### config.mk
export PLATFORM = sky130hd
export DESIGN_NAME = rv64i_control_unit
export DESIGN_NICKNAME = d
export VERILOG_FILES = /design/src/rtl/rv64i_control_unit.sv
export SDC_FILE = /design/constraint.sdc
export NUM_CORES = 1
export LEC_CHECK = 0
export BUFFER_PORTS_ARGS = -buffer_cell sky130_fd_sc_hd__buf_4
export CORE_MARGIN = 10
export CORE_UTILIZATION = 39
export DETAILED_ROUTE_END_ITERATION = 16
export GPL_TIMING_DRIVEN = 1
export MAX_ROUTING_LAYER = met4
export PLACE_DENSITY = 0.85
export SLEW_MARGIN = 10
export SYNTH_ARGS = -nofsm -noshare
export SYNTH_HDL_FRONTEND = slang
export SYNTH_SLANG_ARGS = --single-unit
### constraint.sdc
create_clock -name clock -period 1.9 [get_ports clock]
set_clock_uncertainty 0.05 [all_clocks]
set_input_delay 0 -clock clock [delete_from_list [all_inputs] [get_ports clock]]
set_output_delay 0 -clock clock [all_outputs]
set_load 0.03 [all_outputs]
### src/rtl/rv64i_control_unit.sv
// Multicycle control FSM for the RV64I core: fetch, decode, execute, mem.
// Ports: clock/reset, imem and dmem handshakes, opcode/funct fields, ALU flags, datapath selects.
module rv64i_control_unit (
  input  logic       clock,
  input  logic       reset,
  output logic       instruction_mem_enable,
  input  logic       instruction_mem_busy,
  output logic       data_mem_enable,
  output logic [7:0] data_mem_byte_write_enable,
  input  logic       data_mem_busy,
  input  logic [6:0] opcode,
  input  logic [2:0] funct3,
  input  logic [6:0] funct7,
  input  logic       zero,
  input  logic       negative,
  input  logic       carry_out,
  input  logic       overflow,
  output logic       alua_src,
  output logic       alub_src,
  output logic       aluy_src,
  output logic [2:0] alu_src,
  output logic       sub,
  output logic       arithmetic,
  output logic       alupc_src,
  output logic       pc_src,
  output logic       pc_enable,
  output logic [2:0] read_data_src,
  output logic [1:0] write_register_src,
  output logic       write_register_enable
);

  typedef enum logic [2:0] {
    IDLE,
    FETCH,
    DECODE,
    EXECUTE,
    MEM_DONE
  } state_t;

  localparam logic [6:0] OP_R    = 7'b0110011;
  localparam logic [6:0] OP_I    = 7'b0010011;
  localparam logic [6:0] OP_R32  = 7'b0111011;
  localparam logic [6:0] OP_I32  = 7'b0011011;
  localparam logic [6:0] OP_LUI  = 7'b0110111;
  localparam logic [6:0] OP_AUI  = 7'b0010111;
  localparam logic [6:0] OP_JAL  = 7'b1101111;
  localparam logic [6:0] OP_JALR = 7'b1100111;
  localparam logic [6:0] OP_BR   = 7'b1100011;
  localparam logic [6:0] OP_LD   = 7'b0000011;
  localparam logic [6:0] OP_ST   = 7'b0100011;

  state_t state;
  state_t state_n;
  logic   seen;
  logic   seen_n;

  logic is_r, is_i, is_r32, is_i32;
  logic is_alu, is_load, is_store, is_mem;
  logic take;
  logic [7:0] lanes;
  logic unused_funct7;

  assign unused_funct7 = ^{funct7[6], funct7[4:0]};

  assign is_r     = opcode == OP_R;
  assign is_i     = opcode == OP_I;
  assign is_r32   = opcode == OP_R32;
  assign is_i32   = opcode == OP_I32;
  assign is_alu   = is_r | is_i | is_r32 | is_i32;
  assign is_load  = opcode == OP_LD;
  assign is_store = opcode == OP_ST;
  assign is_mem   = is_load | is_store;

  // Branch condition from the flags of rs1 - rs2; funct3[0] inverts.
  always_comb begin
    take = 1'b0;
    case (funct3[2:1])
      2'b00:   take = zero ^ funct3[0];
      2'b10:   take = negative ^ overflow ^ funct3[0];
      2'b11:   take = carry_out == funct3[0];
      default: take = 1'b0;
    endcase
  end

  always_comb begin
    lanes = 8'h00;
    case (funct3[1:0])
      2'b00:   lanes = 8'h01;
      2'b01:   lanes = 8'h03;
      2'b10:   lanes = 8'h0F;
      default: lanes = 8'hFF;
    endcase
  end

  always_ff @(posedge clock) begin
    if (!reset) begin
      state <= IDLE;
      seen  <= 1'b0;
    end else begin
      state <= state_n;
      seen  <= seen_n;
    end
  end

  always_comb begin
    state_n                    = state;
    seen_n                     = seen;
    instruction_mem_enable     = 1'b0;
    data_mem_enable            = 1'b0;
    data_mem_byte_write_enable = 8'h00;
    alua_src                   = 1'b0;
    alub_src                   = 1'b0;
    aluy_src                   = 1'b0;
    alu_src                    = 3'b000;
    sub                        = 1'b0;
    arithmetic                 = 1'b0;
    alupc_src                  = 1'b0;
    pc_src                     = 1'b0;
    pc_enable                  = 1'b0;
    read_data_src              = 3'b000;
    write_register_src         = 2'b00;
    write_register_enable      = 1'b0;

    // Selects stay valid through MEM_DONE so the load result path holds.
    if (state == EXECUTE || state == MEM_DONE) begin
      unique case (1'b1)
        is_alu: begin
          alu_src    = funct3;
          alub_src   = is_i | is_i32;
          aluy_src   = is_r32 | is_i32;
          sub        = (funct3[2:1] == 2'b01) |
                       ((funct3 == 3'b000) & funct7[5] & (is_r | is_r32));
          arithmetic = (funct3 == 3'b101) & funct7[5];
          write_register_enable = 1'b1;
        end
        opcode == OP_LUI: begin
          write_register_src    = 2'b11;
          write_register_enable = 1'b1;
        end
        opcode == OP_AUI: begin
          alua_src              = 1'b1;
          alub_src              = 1'b1;
          write_register_enable = 1'b1;
        end
        opcode == OP_JAL: begin
          pc_src                = 1'b1;
          write_register_src    = 2'b10;
          write_register_enable = 1'b1;
        end
        opcode == OP_JALR: begin
          alub_src              = 1'b1;
          pc_src                = 1'b1;
          alupc_src             = 1'b1;
          write_register_src    = 2'b10;
          write_register_enable = 1'b1;
        end
        opcode == OP_BR: begin
          sub    = 1'b1;
          pc_src = take;
        end
        is_load: begin
          alub_src           = 1'b1;
          read_data_src      = funct3;
          write_register_src = 2'b01;
        end
        is_store: begin
          alub_src = 1'b1;
        end
        default: begin
        end
      endcase
    end

    unique case (state)
      IDLE: begin
        state_n = FETCH;
        seen_n  = 1'b0;
      end
      FETCH: begin
        instruction_mem_enable = 1'b1;
        if (instruction_mem_busy) begin
          seen_n = 1'b1;
        end else if (seen) begin
          seen_n  = 1'b0;
          state_n = DECODE;
        end
      end
      DECODE: begin
        state_n = EXECUTE;
      end
      EXECUTE: begin
        if (is_mem) begin
          data_mem_enable       = 1'b1;
          write_register_enable = 1'b0;
          if (is_store) begin
            data_mem_byte_write_enable = lanes;
          end
          if (data_mem_busy) begin
            seen_n = 1'b1;
          end else if (seen) begin
            seen_n  = 1'b0;
            state_n = MEM_DONE;
          end
        end else begin
          pc_enable = 1'b1;
          state_n   = FETCH;
        end
      end
      MEM_DONE: begin
        pc_enable             = 1'b1;
        write_register_enable = is_load;
        state_n               = FETCH;
      end
      default: begin
        state_n = IDLE;
        seen_n  = 1'b0;
      end
    endcase
  end

endmodule

# --- After elaboration in Yosys (flattened, before gate mapping) ---
# Index checks and enable logic that the tools add are counted.
totals:
  ff_bits: 4
  in_bits: 25
  out_inout_bits: 27
  elab_cells: 100
classes:
  eq_ne: 27
  n_mux: 44
  n_bitwise: 15
  reduce_logical: 12
ops:
  columns: ["operator", "n"]
  rows:
  - ["equality test 7 x 6 -> 1 bit (second input constant)", 4]
  - ["two-way mux 3 bit", 9]
  - ["two-way mux 8 bit", 3]
  - ["one-hot mux 8 bit (3 select lines)", 1]
  - ["equality test 7 x 5 -> 1 bit (second input constant)", 3]
  - ["equality test 7 bit (second input constant)", 3]
  - ["two-way mux 1 bit", 21]
  - ["one-hot mux 3 bit (4 select lines)", 1]
  - ["one-hot mux 1 bit (2 select lines)", 5]
  - ["OR 1 bit", 8]
  - ["equality test 7 x 2 -> 1 bit (second input constant)", 1]
  - ["equality test 2 bit (second input constant)", 3]
  - ["equality test 3 x 2 -> 1 bit (second input constant)", 2]
  - ["equality test 3 bit (second input constant)", 2]
  - ["zero test 3 bit", 2]
  - ["inequality test 2 bit (second input constant)", 3]
  - ["inequality test 3 bit (second input constant)", 2]
  - ["one-hot mux 1 bit (3 select lines)", 2]
  - ["one-hot mux 2 bit (3 select lines)", 1]
  - ["OR reduction 2 bit", 3]
  - ["OR reduction 5 bit", 1]
  - ["equality test 2 x 1 -> 1 bit (second input constant)", 2]
  - ["zero test 2 bit", 2]
  - ["AND reduction 4 bit", 1]
  - ["other kinds (9)", 13]

# --- Depth between registers and ports, before layout ---
depth:
  ltp_word: 9
  ltp_mapped: 6
  ltp_nobuf: 4

# --- Worst setup path after synthesis ---
# No wires, ideal clock.
synth_path:
  path_kind: "register to output"
  from: "register state[1]"
  to: "output write_register_src[0]"
  arrival_time_ns: 2.588
  required_ns: 1.850
  slack_ns: -0.738
  stages_incl_launch_ff: 5
  n_path_buf: 1
  path_cell_list: "dfxtp_1 -> buf_6 -> or3b_4 -> a21o_1 -> a2111oi_0"
synth_via:
  elab_chain_len: 3
  elab_cells_between_ends: 4
  cone_classes: "eq/ne (2); mux (1); reduce/logical (1)"
synth_rtl:
  columns: ["element", "line", "source"]
  rows:
  - ["start: declaration", "52", "state_t state;"]
  - ["start signal: assignment", "100", "state <= state_n;"]
  - ["equality test 3 x 2 -> 1 bit / equality test 3 bit (equally long branches)", "125", "if (state == EXECUTE || state == MEM_DONE) begin"]
  - ["logical OR 1 bit (*)", "125", null]
  - ["two-way mux 2 bit (*)", "125", null]
  - ["end: declaration", "28", "output logic [1:0] write_register_src,"]
# Every way passes the cells marked *; elsewhere a longest branch is shown, timed or not.

# --- Worst setup path after layout ---
layout_path:
  from: "register state[2]"
  to: "output arithmetic"
layout_via:
  elab_chain_len: 3
  elab_cells_between_ends: 4
  cone_classes: "eq/ne (2); mux (1); reduce/logical (1)"
layout_rtl:
  columns: ["element", "line", "source"]
  rows:
  - ["equality test 3 x 2 -> 1 bit / equality test 3 bit (equally long branches)", "125", null]
  - ["logical OR 1 bit (*)", "125", null]
  - ["two-way mux 1 bit (*)", "125", null]
  - ["end: declaration", "23", "output logic arithmetic,"]
# Marked as above.

==> results.sh <==
export IMPL_status="finished with violations"
export IMPL_failed_checks="setup timing"
export IMPL_regArea_um2=81.3
export IMPL_avgSynthCellArea_um2=7.41
export IMPL_final_max_slew_viol_count=0
export IMPL_crit_path_cell_trace="or3b_4 > a2111oi_4 > and2_4 > and4b_2 > buf_6"
export IMPL_multiInputGateArea_um2=594
export IMPL_reg2reg_depth=5
export IMPL_hpwlAfterDp_um=2130
export IMPL_n_antenna_cell=0
export IMPL_critical_path_top_delay_family="simple AND/OR/NAND/NOR gates"
export IMPL_yosysSeqAreaShare_pct=11.7
export IMPL_r2r_end="state[2]"
export IMPL_cts_inserted_buffers=3
export IMPL_synthFlopType="dfxtp_1"
export IMPL_syn_nets=117
export IMPL_reg2reg_slack_ns=0.56
export IMPL_place_congestion=0.783
export IMPL_cp_num_buf_inv=1
export IMPL_max_slew_margin_rel_pct=75.0
export IMPL_first_pass_iters=4
export IMPL_viasPerCell=5.85
export IMPL_cp_required_ns=1.85
export IMPL_post_place_ws_ns=0.123
export IMPL_setup_tns_ns=-0.114
export IMPL_dieArea_um2=3820
export IMPL_ios=52
export IMPL_num_fill_cells=139
export IMPL_hold_violations=0
export IMPL_p_sw_share_pct=34.3
export IMPL_setup_viol=2
export IMPL_p_int_uw=212
export IMPL_setup_slack_ns=-0.0651
export IMPL_ys_types=45
export IMPL_grt_setup_unrepaired="true"
export IMPL_combPwrFrac_pct=36.1
export IMPL_crit_fanout=4
export IMPL_die_h_um=61.8
export IMPL_start_util_pct=40.4
export IMPL_synthCells=92
export IMPL_power_density_nw_per_um2=284
export IMPL_grt_total_usage_pct=14.7
export IMPL_core_um2=1690
export IMPL_hold_class="in -> reg"
export IMPL_max_cap_violations=0
export IMPL_wire_per_inst_um=17.6
export IMPL_grt_overflow=0
export IMPL_clkTransAtPathRegs_ns=0.04
export IMPL_min_from="data_mem_busy"
export IMPL_clk_latency_ns=0.26
export IMPL_cts_buffer_depth=2
export IMPL_synth_area_um2=682
export IMPL_drc=0
export IMPL_holdPathEnd="state[0]"
export IMPL_drtIter0Drc=36
export IMPL_grt_pass1_wl_um=4200
export IMPL_synthArstFlopShare_pct=0
export IMPL_grt_max_degree=13
export IMPL_root_buffer="clkbuf_4"
export IMPL_fin_crit_ns=1.97
export IMPL_fin_area_um2=1130
export IMPL_fin_crit_sh_pct=103
export IMPL_place_area_um2=1050
export IMPL_cp_arrival_ns=1.92
export IMPL_leakagePower_nw=0.491
export IMPL_r2r_start="state[2]"
export IMPL_peakVddDrop_uv=159
export IMPL_clock_sinks=4
export IMPL_stdcell_count=155
export IMPL_chipWidth_um=61.8
export IMPL_syn_to_final_growth_pct=66.4
export IMPL_placedCellCount=149
export IMPL_crit_slowest_cell="or3b_4"
export IMPL_layout_drive_gt1_share_pct=52.9
export IMPL_cts_tree="yes"
export IMPL_p_switching_uw=110
export IMPL_final_antenna_net_count=0
export IMPL_ys_ff_latch=4
export IMPL_start_kind="flip-flop"
export IMPL_hold_ws_ns=0.0950
export IMPL_synth_edf_count=0
export IMPL_cpPeakStageDelay_ns=0.41
export IMPL_routed_wl_um=2730
export IMPL_fin_util_pct=67.2
export IMPL_maxClockFrequency_mhz=509
export IMPL_critPathCaptureType="output port"
export IMPL_critical_path_class="reg -> out"
export IMPL_grt_pass1_vias=893
export IMPL_worst_slew_pin_slew_ns=0.374
export IMPL_port_buffers=45
export IMPL_rows=15
export IMPL_yosys_warnings=0
export IMPL_final_nets=165
export IMPL_vias=907
export IMPL_p_clk_share_pct=36.1
export IMPL_antenna_found_initial=0
export IMPL_power_total_uw=322
export IMPL_power_frac_seq_pct=27.7
export IMPL_cts_max_level=1
export IMPL_holdPathStages=4
-- state kept, by name, summed over array words and instances (netlist names) --
name   count
seen       1
state      3
-- cells by family (layout without fill, tap and decap cells) --
| logic type | after synthesis | count (layout) | synth area share (%) |
|---|---|---|---|
| buf+inv | 13 | 59 | 10.8 |
| xor+xnor | 2 | 2 | 2.57 |
| flops | 4 | 4 | 11.7 |
| mux | 1 | 1 | 1.65 |
| compound gates | 23 | 23 | 29.0 |
| simple gates | 49 | 49 | 44.2 |
-- power by group through the flow --
| stage | clock network (mW) | logic (mW) | registers, mW |
|---|---|---|---|
| finish | 0.116 | 0.116 | 0.0893 |
| global route | 0.121 | 0.126 | 0.0894 |
| detailed placement | 0 | 0.111 | 0.0905 |
| CTS | 0.113 | 0.113 | 0.0892 |
| global placement | 0 | 0.106 | 0.0902 |
| floorplan | 0 | 0.0583 | 0.0895 |
-- worst reg2reg max path: cells and delay by family (launching register included) --
family	cells	cell delay (ns)
buf+inv	2	0.32
simple gates	3	0.59
flops	1	0.32
-- layer usage --
metal	up-vias	wire [um]	global-route usage, %	part of all wire (%)
met5	-	0	-	0
met4	0	57	7.96	2.1
met3	5	166	2.44	6.1
met2	31	1500	27.4	55
met1	432	1010	14.2	37
li1	439	-	-	-
-- worst max path at each step --
stage / cells past startpoint / slack (ns) / endpoint / start
floorplan: 6 / -0.0000009 / data_mem_byte_write_enable[5] / state[0]
global placement: 5 / 0.15 / arithmetic / state[1]
detailed placement: 5 / 0.12 / arithmetic / state[2]
CTS: 5 / -0.05 / arithmetic / state[2]
global route: 5 / -0.15 / arithmetic / state[2]
finish: 5 / -0.07 / arithmetic / state[2]
-- cell usage in the layout (no fill, tap or decap), types with 2 or more instances in the layout --
cell,instances
and2_4,2
and2_1,7
inv_1,4
nand2_1,3
a2111oi_4,2
nor2_1,8
buf_6,2
buf_4,49
dfxtp_1,3
nand3b_1,3
clkbuf_4,3
o32ai_1,2
nand3_1,3
or3_1,3
nor3_2,2
o22a_1,2
nor2b_1,2
a21oi_1,2
a31oi_1,3
nand2b_1,3
o211ai_1,2
-- area by class of cell --
cell class              count  area share [%]
flip-flops and latches      4            7.17
well taps                  17            1.87
inverters                   4            1.32
repair buffers             52            35.3
multi-input cells          75            52.4
clock buffers               3            1.98
-- timing repair --
action | 4_1_cts | 5_1_grt
pin swaps | 3 | 2
resized for setup | 3 | 4
hold endpoints to repair | 3 | 0
setup buffers | 2 | 0
setup endpoints to repair | 6 | 11
hold buffers | 1 | 0
gates cloned | 0 | 0
-- Yosys cell counts (2+ instances only) --
library cell,n,share of area [%]
nand3b_1,3,3.3
nor2_1,8,4.4
a31oi_1,3,2.8
nor2b_1,3,2.8
or3_1,3,2.8
nand3_1,3,2.2
dfxtp_1,4,12
a21o_1,2,2.2
and2_1,9,8.3
nor3_1,3,2.2
nand2_1,3,1.7
nand2b_1,3,2.8
o22a_1,2,2.6
a21oi_1,2,1.5
o32ai_1,2,2.6
buf_2,2,1.5
o211ai_1,2,2.2
inv_1,4,2.2
clkbuf_1,2,1.1
buf_4,4,4.4
(Power assumes the default switching activity.)
